==> src/rtl/vga_timing_pkg.sv <==
`default_nettype none
// ============================================================================
// vga_timing_pkg : shared count type and default 640x480@60 timing constants
// Revision      : 1.0
// ============================================================================
package vga_timing_pkg;

   localparam int CNT_W     = 10;
   localparam int CNT_LIMIT = 1 << CNT_W;

   typedef logic [CNT_W-1:0] count_t;

   localparam int DEF_CLK_DIV  = 4;
   localparam int DEF_H_SYNC   = 96;
   localparam int DEF_H_BP     = 48;
   localparam int DEF_H_ACTIVE = 640;
   localparam int DEF_H_FP     = 16;
   localparam int DEF_V_SYNC   = 2;
   localparam int DEF_V_BP     = 33;
   localparam int DEF_V_ACTIVE = 480;
   localparam int DEF_V_FP     = 10;

   localparam int DEF_H_TOTAL = DEF_H_SYNC + DEF_H_BP + DEF_H_ACTIVE + DEF_H_FP;
   localparam int DEF_V_TOTAL = DEF_V_SYNC + DEF_V_BP + DEF_V_ACTIVE + DEF_V_FP;

   // Compared one bit wider so a window ending exactly at CNT_LIMIT still works.
   function automatic logic in_window(input count_t pos, input int start, input int stop);
      return ({1'b0, pos} >= (CNT_W+1)'(start)) && ({1'b0, pos} < (CNT_W+1)'(stop));
   endfunction

endpackage
`default_nettype wire

==> src/rtl/vga_axis_counter.sv <==
`default_nettype none
// ============================================================================
// vga_axis_counter : one scan axis; advances on inc and wraps TOTAL-1 -> 0
// Revision         : 1.0
// ============================================================================
module vga_axis_counter
   import vga_timing_pkg::*;
#(
   parameter int TOTAL = DEF_H_TOTAL
) (
   input  logic   clk,
   input  logic   resetn,
   input  logic   inc,
   output count_t count,
   output count_t count_next,
   output logic   wrap
);

   localparam count_t MAX_COUNT = count_t'(TOTAL - 1);

   count_t count_q;
   count_t count_d;

   always_comb begin
      wrap    = inc && (count_q == MAX_COUNT);
      count_d = count_q;
      if (inc) begin
         count_d = wrap ? '0 : count_q + count_t'(1);
      end
   end

   always_ff @(posedge clk or negedge resetn) begin
      if (!resetn) begin
         count_q <= '0;
      end else begin
         count_q <= count_d;
      end
   end

   assign count      = count_q;
   assign count_next = count_d;

endmodule
`default_nettype wire

==> src/rtl/vga_timing_counter.sv <==
`default_nettype none
// ============================================================================
// vga_timing_counter : pixel divider, h/v scan counters, visible-window decode
// Revision           : 1.0
// ============================================================================
module vga_timing_counter
   import vga_timing_pkg::*;
#(
   parameter int CLK_DIV  = DEF_CLK_DIV,
   parameter int H_SYNC   = DEF_H_SYNC,
   parameter int H_BP     = DEF_H_BP,
   parameter int H_ACTIVE = DEF_H_ACTIVE,
   parameter int H_FP     = DEF_H_FP,
   parameter int V_SYNC   = DEF_V_SYNC,
   parameter int V_BP     = DEF_V_BP,
   parameter int V_ACTIVE = DEF_V_ACTIVE,
   parameter int V_FP     = DEF_V_FP
) (
   input  logic             clk,
   input  logic             resetn,
   input  logic             en,
   output logic             pix_en,
   output logic [CNT_W-1:0] h_count,
   output logic [CNT_W-1:0] v_count,
   output logic             active,
   output logic [CNT_W-1:0] x,
   output logic [CNT_W-1:0] y,
   output logic             line_end,
   output logic             frame_end
);

   localparam int H_TOTAL     = H_SYNC + H_BP + H_ACTIVE + H_FP;
   localparam int V_TOTAL     = V_SYNC + V_BP + V_ACTIVE + V_FP;
   localparam int H_ACT_START = H_SYNC + H_BP;
   localparam int H_ACT_END   = H_ACT_START + H_ACTIVE;
   localparam int V_ACT_START = V_SYNC + V_BP;
   localparam int V_ACT_END   = V_ACT_START + V_ACTIVE;

   if (CLK_DIV < 1) begin : g_chk_div
      $error("vga_timing_counter: CLK_DIV must be >= 1");
   end
   if (H_TOTAL > CNT_LIMIT || V_TOTAL > CNT_LIMIT) begin : g_chk_total
      $error("vga_timing_counter: timing totals exceed 10-bit count range");
   end

   // pix_en is decoded straight from the divider register so it lines up with div.
   if (CLK_DIV == 1) begin : g_div_bypass
      assign pix_en = en;
   end else begin : g_div
      localparam int               DIV_W   = $clog2(CLK_DIV);
      localparam logic [DIV_W-1:0] DIV_MAX = DIV_W'(CLK_DIV - 1);

      logic [DIV_W-1:0] div_q;
      logic [DIV_W-1:0] div_d;

      always_comb begin
         div_d = div_q;
         if (en) begin
            div_d = (div_q == DIV_MAX) ? '0 : div_q + DIV_W'(1);
         end
      end

      always_ff @(posedge clk or negedge resetn) begin
         if (!resetn) begin
            div_q <= '0;
         end else begin
            div_q <= div_d;
         end
      end

      assign pix_en = en && (div_q == DIV_MAX);
   end

   logic   h_wrap;
   logic   v_wrap;
   count_t h_next;
   count_t v_next;

   vga_axis_counter #(.TOTAL(H_TOTAL)) u_h_counter (
      .clk        (clk),
      .resetn     (resetn),
      .inc        (pix_en),
      .count      (h_count),
      .count_next (h_next),
      .wrap       (h_wrap)
   );

   vga_axis_counter #(.TOTAL(V_TOTAL)) u_v_counter (
      .clk        (clk),
      .resetn     (resetn),
      .inc        (h_wrap),
      .count      (v_count),
      .count_next (v_next),
      .wrap       (v_wrap)
   );

   assign line_end  = h_wrap;
   assign frame_end = v_wrap;

   // Decoding the next-state counts keeps active/x/y cycle-aligned with h/v.
   logic   active_q;
   logic   active_d;
   count_t x_q;
   count_t x_d;
   count_t y_q;
   count_t y_d;

   always_comb begin
      active_d = in_window(h_next, H_ACT_START, H_ACT_END) &&
                 in_window(v_next, V_ACT_START, V_ACT_END);
      x_d = '0;
      y_d = '0;
      if (active_d) begin
         x_d = h_next - count_t'(H_ACT_START);
         y_d = v_next - count_t'(V_ACT_START);
      end
   end

   always_ff @(posedge clk or negedge resetn) begin
      if (!resetn) begin
         active_q <= 1'b0;
         x_q      <= '0;
         y_q      <= '0;
      end else begin
         active_q <= active_d;
         x_q      <= x_d;
         y_q      <= y_d;
      end
   end

   assign active = active_q;
   assign x      = x_q;
   assign y      = y_q;

endmodule
`default_nettype wire

==> config.mk <==
export PLATFORM = sky130hd
export DESIGN_NAME = vga_timing_counter
export DESIGN_NICKNAME = d
export VERILOG_FILES = /design/src/rtl/vga_timing_pkg.sv /design/src/rtl/vga_axis_counter.sv /design/src/rtl/vga_timing_counter.sv
export SDC_FILE = /design/constraint.sdc
export NUM_CORES = 1
export LEC_CHECK = 0
export ABC_AREA = 1
export CAP_MARGIN = 20
export CORE_UTILIZATION = 35
export CTS_BUF_LIST = sky130_fd_sc_hd__clkbuf_16
export CTS_CLUSTER_SIZE = 20
export DETAILED_ROUTE_END_ITERATION = 8
export PLACE_DENSITY_LB_ADDON = 0.15
export SETUP_SLACK_MARGIN = 0.05
export SYNTH_ARGS = -nofsm -noshare
export SYNTH_HDL_FRONTEND = slang
export SYNTH_SLANG_ARGS = --single-unit
==> constraint.sdc <==
create_clock -name clk -period 3.32 [get_ports clk]
set_clock_uncertainty 0.15 [all_clocks]
set_input_delay 0.664 -clock clk [delete_from_list [all_inputs] [get_ports clk]]
set_output_delay 0.664 -clock clk [all_outputs]
set_load 0.1 [all_outputs]
Word-level counts from Yosys, hierarchy flattened:

Cells that the tools add are included.

* word-level logic and storage cells: 31
* input port bits: 3
* RAM bits: 0
* memories kept: 0
* bits in latches: 0
* memory bits (read-only): 0
* register bits after elaboration: 43
* output and inout port bits: 44

* bitwise operators: 0
* reduce and logical (&&, ||, !) cells: 6
* multiplexer cells: 7
* equal/unequal tests: 3
* order comparisons: 4
* multiply operators: 0
* shifts and indexed selects: 0
* div/mod/pow operators: 0
* add/subtract/negate cells: 5

Operator list (count)
* $mux W10: 6
* $add A10 B1 Y10 const B: 2
* $eq A10 B10 Y1 const B: 2
* $lt A10 B10 Y1 const B: 2
* $ge A10 B6 Y1 const B: 1
* $ge A10 B8 Y1 const B: 1
* $sub A10 B6 Y10 const B: 1
* $sub A10 B8 Y10 const B: 1
* $logic_and A1 B1 Y1: 6
* $add A2 B1 Y2 const B: 1
* $eq A2 B2 Y1 const B: 1
* $mux W2: 1

Longest topological paths before layout:

* depth in word-level cells: 10
* mapped depth: 17
* gate-level depth less buffers: 16

By module:

From an unflattened synthesis, not the netlist that was laid out.

* cell total of the unflattened synthesis: 309
* area total of the unflattened synthesis: 2432.3 µm²

By module, submodules not included
* vga_timing_counter: area an instance 1232.4 µm², seq. area each 575.6 µm², times used 1, cells each 147
* vga_axis_counter at u_v_counter: area an instance 630.6 µm², seq. area each 250.2 µm², times used 1, cells each 86
* vga_axis_counter at u_h_counter: area an instance 569.3 µm², seq. area each 250.2 µm², times used 1, cells each 76

Worst setup path after synthesis:

Ideal clock, no wire load.

* path kind: reg-to-output
* start: reg u_h_counter.count_q[0] (netlist: u_h_counter.count[0])
* end: out frame_end
* arrival time: 2.499 ns
* slack: 0.007 ns
* stages on the path, launching flop included: 8
* path buffers: 0
* data required time: 2.506 ns
* path through: dfrtp_1 > ha_1 > nand2_1 > nor2_4 > nand2_4 > nor2_4 > nand2_1 > inv_1

* longest elaborated chain between the ends: 3

Ends and longest elaborated chain
* from (decl): line vga_axis_counter.sv:21 `count_t count_q;`
* from (signal assigned): line vga_axis_counter.sv:36 `count_q <= count_d;`
* $eq A10 B10 Y1: line vga_axis_counter.sv:25 `wrap = inc && (count_q == MAX_COUNT);`
* $logic_and A1 B1 Y1 (2 in a row): line vga_axis_counter.sv:25
* to (decl): line vga_timing_counter.sv:29 `output logic frame_end`

Every way passes these cells.

Worst setup path after layout:

* start: reg u_h_counter.count_q[0] (netlist: u_h_counter.count[0])
* end: reg x_q[9] (netlist: x[9])

* longest elaborated chain between the ends: 9
* elaborated cells between the ends (all ways): 17
* classes of those cells: 2 x add/sub; 4 x order compare; 1 x eq/ne; 5 x mux; 5 x reduce/logical

Ends and longest elaborated chain
* parallel branches: the longest is 8 deep, another holds $add A10 B1 Y10
* $mux W10 *: line vga_timing_counter.sv:113 `if (active_d) begin`
* via x_d[9]: line vga_timing_counter.sv:104 `count_t x_d;`
* to (signal assigned): line vga_timing_counter.sv:122 `x_q <= '0;`
* to (signal assigned): line vga_timing_counter.sv:126 `x_q <= x_d;`
* to (decl): line vga_timing_counter.sv:103 `count_t x_q;`

Mark *: on every way through the listed nets, which the timed path passes.
A chain may end at the register's enable or synchronous reset.

==> run metrics <==
status finished, final reports clean; cell type group with the largest total delay on the critical path simple AND/OR/NAND/NOR gates; CTS Buffer Depth 2; share of layout cells above drive strength 1 a little over a quarter; # H-tree levels 2; unrepaired setup endpoints after global routing no; accumulated negative setup slack 0 ns; via count of the first global-routing pass roughly 2100; Die Span X between 80 and 90 um; global route overflow 0; fill cell count approximately 730; number of detailed-routing iterations run before antenna repair 5; Tightest Pin Transition about 0.96 ns; final cycle utilization of the critical path roughly four fifths; cell type with the highest occurrence count on the critical path sky130_fd_sc_hd__nand2_1; via/cell ratio about 4.5; Final Critical Period approximately 2.7 ns; Hold WC Path Type register to register; post-placement cell count between 400 and 500; count of placed standard cells in the final layout, fillers left out about 490; core region area approximately 6900 um^2; proportion of synthesized flip-flops having asynchronous set or reset 100.0%; leakage component of the power roughly 1.8 nW; highest-delay cell along the critical path sky130_fd_sc_hd__dfrtp_2; fraction of post-synthesis cell area in the top cell type by area a little over two fifths; sequential share of power 34.0%; number of buffers added by the clock tree synthesis step 5; internal power consumption approximately 1.0 mW; part of the Yosys area used for sequential elements between 40% and 50%; Layout Utilization a little under half; # nets final about 400; total power draw between 1.5 and 2 mW; EDFF count, synth 0; Reg area about 1100 um^2; Area Overhead vs Synth 27.83%; Antenna Nets Post-Route 0; CTS root buffer sky130_fd_sc_hd__clkbuf_16; Post-Synthesis Mean Instance Area between 7 and 8 um^2; end of the worst register-to-register path x[9]; total wirelength of the detailed-routed design 5.853 mm; Min-Delay Endpoint g_div.div_q[0]; portion of total power attributed to the clock network 25.0%; cells taking the most area after synthesis sky130_fd_sc_hd__dfrtp_1 42%, sky130_fd_sc_hd__nand2_1 14%, sky130_fd_sc_hd__inv_1 8.1%, sky130_fd_sc_hd__nor2_2 4.9%, sky130_fd_sc_hd__nor2_1 4.9%; clock-pin slew on the worst setup and hold paths roughly 0.07 ns; cell area after placement 3092 um^2; global-route wire length before repair a little under 10 mm; number of max-capacitance violations reported 0; cell-by-cell listing of the critical path ha_1 > nand3_1 > nor2_4 > nand3_2 > nand3_1 > ha_1 > nand2_1 > nand2_1 > nand2_1 > inv_1 > nand3_1 > nand2_1 > inv_1 > nand3_4 > buf_12 > nor2_1; Data required, critical path around 3.3 ns; Worst slew margin roughly 36%; top fanout value on the critical path 18; crit-path max cell delay ~0.42 ns; area occupied by multi-input gates between 1000 and 1500 um^2; source of the worst hold timing path g_div.div_q[0]; most frequent cells after synthesis 96 x sky130_fd_sc_hd__nand2_1, 55 x sky130_fd_sc_hd__inv_1, 43 x sky130_fd_sc_hd__dfrtp_1, 33 x sky130_fd_sc_hd__nor2_1, 24 x sky130_fd_sc_hd__nand3_1; FMAX roughly 370 MHz; Final Slew Violations 0; startpoint kind of the worst setup timing path register; TritonCTS clock tree done; first-iteration detailed-routing DRC count 128; WL/cell 12.04 um; net switching power figure a little over 0.9 mW; number of antenna violations at the first check in global routing 0; final estimated routing congestion in global placement 0.8339; vertical extent of the die 87.19 um; most repeated cell in the gate-level netlist after synthesis sky130_fd_sc_hd__nand2_1; # rows 30; boundary pin count 47; largest area contributor in the netlist sky130_fd_sc_hd__dfrtp_1; detailed placement HPWL between 4 and 5 mm; critical path capture point type register; number of cells on the worst hold path 1; hold violation total from the final report 0; ant diodes 0; maximum vdd ir drop 0.3378 mV; number of port buffers 46; starting density of the core between 30% and 40%; switching part of the total a little under half; total of warnings raised by yosys 0; PD cells around 600 nW/um^2; FF-to-FF Start u_h_counter.count[0]; final instance area 3247 um^2; Syn Inst Count between 300 and 400; register-to-register path setup slack between 0.6 and 0.7 ns; sinks on the clock net 43; maximum number of pins on one net before global-route repair 44; number of distinct library cell variants in the gate-level netlist after synthesis 27; clock latency on the worst-skew pair 0.29 ns; DR DRC count 0; count of endpoints failing setup in the final report 0; overall via count from detail_route approximately 2200; nets in the synthesized netlist between 300 and 400; cells on worst reg2reg path 16; critical setup path kind register to register; number of storage elements in the synthesis netlist 43; arrival time at the worst endpoint 2.73 ns; die footprint roughly 7600 um^2; number of buffer and inverter instances along the worst setup path 3; global-route usage over all layers approximately 17%; combined area of all synthesized cells 2540 um^2; part of the power in combinational logic roughly two fifths; top_reg_cell synth sky130_fd_sc_hd__dfrtp_1
[final cells by class]
class,count,area share (%)
clock inverters,3,0.6166
repair buffers,55,14.34
clock buffers,5,3.854
well taps,96,3.699
inverters,58,6.859
multi-input cells,226,37.42
flip-flops and latches,43,33.22
[layout by cell type (no fill, tap or decap)]
master / Yosys / layout
sky130_fd_sc_hd__a21oi_1: 2 / 2
sky130_fd_sc_hd__buf_12: 0 / 4
sky130_fd_sc_hd__buf_2: 0 / 1
sky130_fd_sc_hd__buf_4: 0 / 49
sky130_fd_sc_hd__clkbuf_16: 0 / 5
sky130_fd_sc_hd__clkinv_2: 0 / 1
sky130_fd_sc_hd__clkinvlp_4: 0 / 2
sky130_fd_sc_hd__dfrtp_1: 43 / 41
sky130_fd_sc_hd__dfrtp_2: 0 / 2
sky130_fd_sc_hd__dlymetal6s2s_1: 0 / 1
sky130_fd_sc_hd__ha_1: 7 / 7
sky130_fd_sc_hd__inv_1: 55 / 55
sky130_fd_sc_hd__inv_2: 2 / 2
sky130_fd_sc_hd__inv_6: 1 / 1
sky130_fd_sc_hd__mux2_2: 1 / 1
sky130_fd_sc_hd__nand2_1: 96 / 96
sky130_fd_sc_hd__nand2_4: 2 / 2
sky130_fd_sc_hd__nand3_1: 24 / 24
sky130_fd_sc_hd__nand3_2: 5 / 4
sky130_fd_sc_hd__nand3_4: 1 / 2
sky130_fd_sc_hd__nand4_1: 9 / 9
sky130_fd_sc_hd__nand4_2: 1 / 1
sky130_fd_sc_hd__nor2_1: 33 / 33
sky130_fd_sc_hd__nor2_2: 20 / 20
sky130_fd_sc_hd__nor2_4: 4 / 4
sky130_fd_sc_hd__nor2_8: 1 / 1
sky130_fd_sc_hd__nor3_1: 1 / 1
sky130_fd_sc_hd__o211ai_1: 2 / 2
sky130_fd_sc_hd__o21ai_0: 4 / 4
sky130_fd_sc_hd__o21ai_1: 1 / 1
sky130_fd_sc_hd__o21ai_2: 2 / 2
sky130_fd_sc_hd__o21bai_1: 2 / 2
sky130_fd_sc_hd__or3_1: 1 / 1
sky130_fd_sc_hd__xor2_1: 7 / 7
[through the flow]
step	hold WS [ns]	worst slack (ns)
final	0.3212	0.6125
after global routing	0.3520	0.3599
after CTS	0.3276	0.2250
after detailed placement	0.3183	-0.03894
after global placement	0.3183	0.06949
after floorplan	0.2184	0.2376
[timing repair]
item	in CTS	in global routing
gates resized for setup	0	2
hold buffers	0	0
setup buffers	0	0
endpoints found under the setup margin	0	17
[power by group through the flow]
stage	clock network [mW]	registers (mW)	logic [mW]
finish	0.488	0.664	0.799
global placement	0	0.673	0.797
detailed placement	0	0.673	0.799
global route	0.522	0.673	0.859
floorplan	0	0.966	0.299
CTS	0.507	0.664	0.803
[worst max path at each step]
stage / start / end / slack [ns] / cells past startpoint
after global routing: g_div.div_q[0] / x[9] / 0.36 / 18
after floorplan: u_h_counter.count[2] / frame_end / 0.24 / 6
final: u_h_counter.count[0] / x[9] / 0.61 / 16
after global placement: en / x[9] / 0.07 / 14
after CTS: en / x[9] / 0.22 / 18
after detailed placement: en / x[9] / -0.04 / 18
[worst reg2reg max path, delay by kind of cell (launching register included)]
kind	cells	cell delay, ns
adder cells (fa/ha/maj)	2	0.45
buffers and inverters	3	0.29
flip-flops	1	0.42
AND/OR/NAND/NOR	11	1.27
[routing by layer]
metal / global-route usage (%) / vias up / share of wire [%]
met5: 0 / - / 0
met4: 5.812 / 0 / 1.4
met3: 2.654 / 5 / 4.4
met2: 26.34 / 47 / 44
met1: 23.72 / 1019 / 50
li1: - / 1130 / -
[state kept, by name (all words and copies together), names as in the netlist]
| register | flops |
|---|---|
| g_div.div_q | 2 |
| x | 10 |
| u_v_counter.count | 10 |
| active | 1 |
| y | 10 |
| u_h_counter.count | 10 |
[cells by family after synthesis]
family / share of synthesized area, %
AND/OR/NAND/NOR: 37.98
buffers and inverters: 10.10
flip-flops: 42.36
AO/OA/AOI/OAI: 3.251
XOR/XNOR: 2.414
adder cells (fa/ha/maj): 3.448
multiplexers: 0.4433
Note: power is estimated with default switching activity, not from simulation.
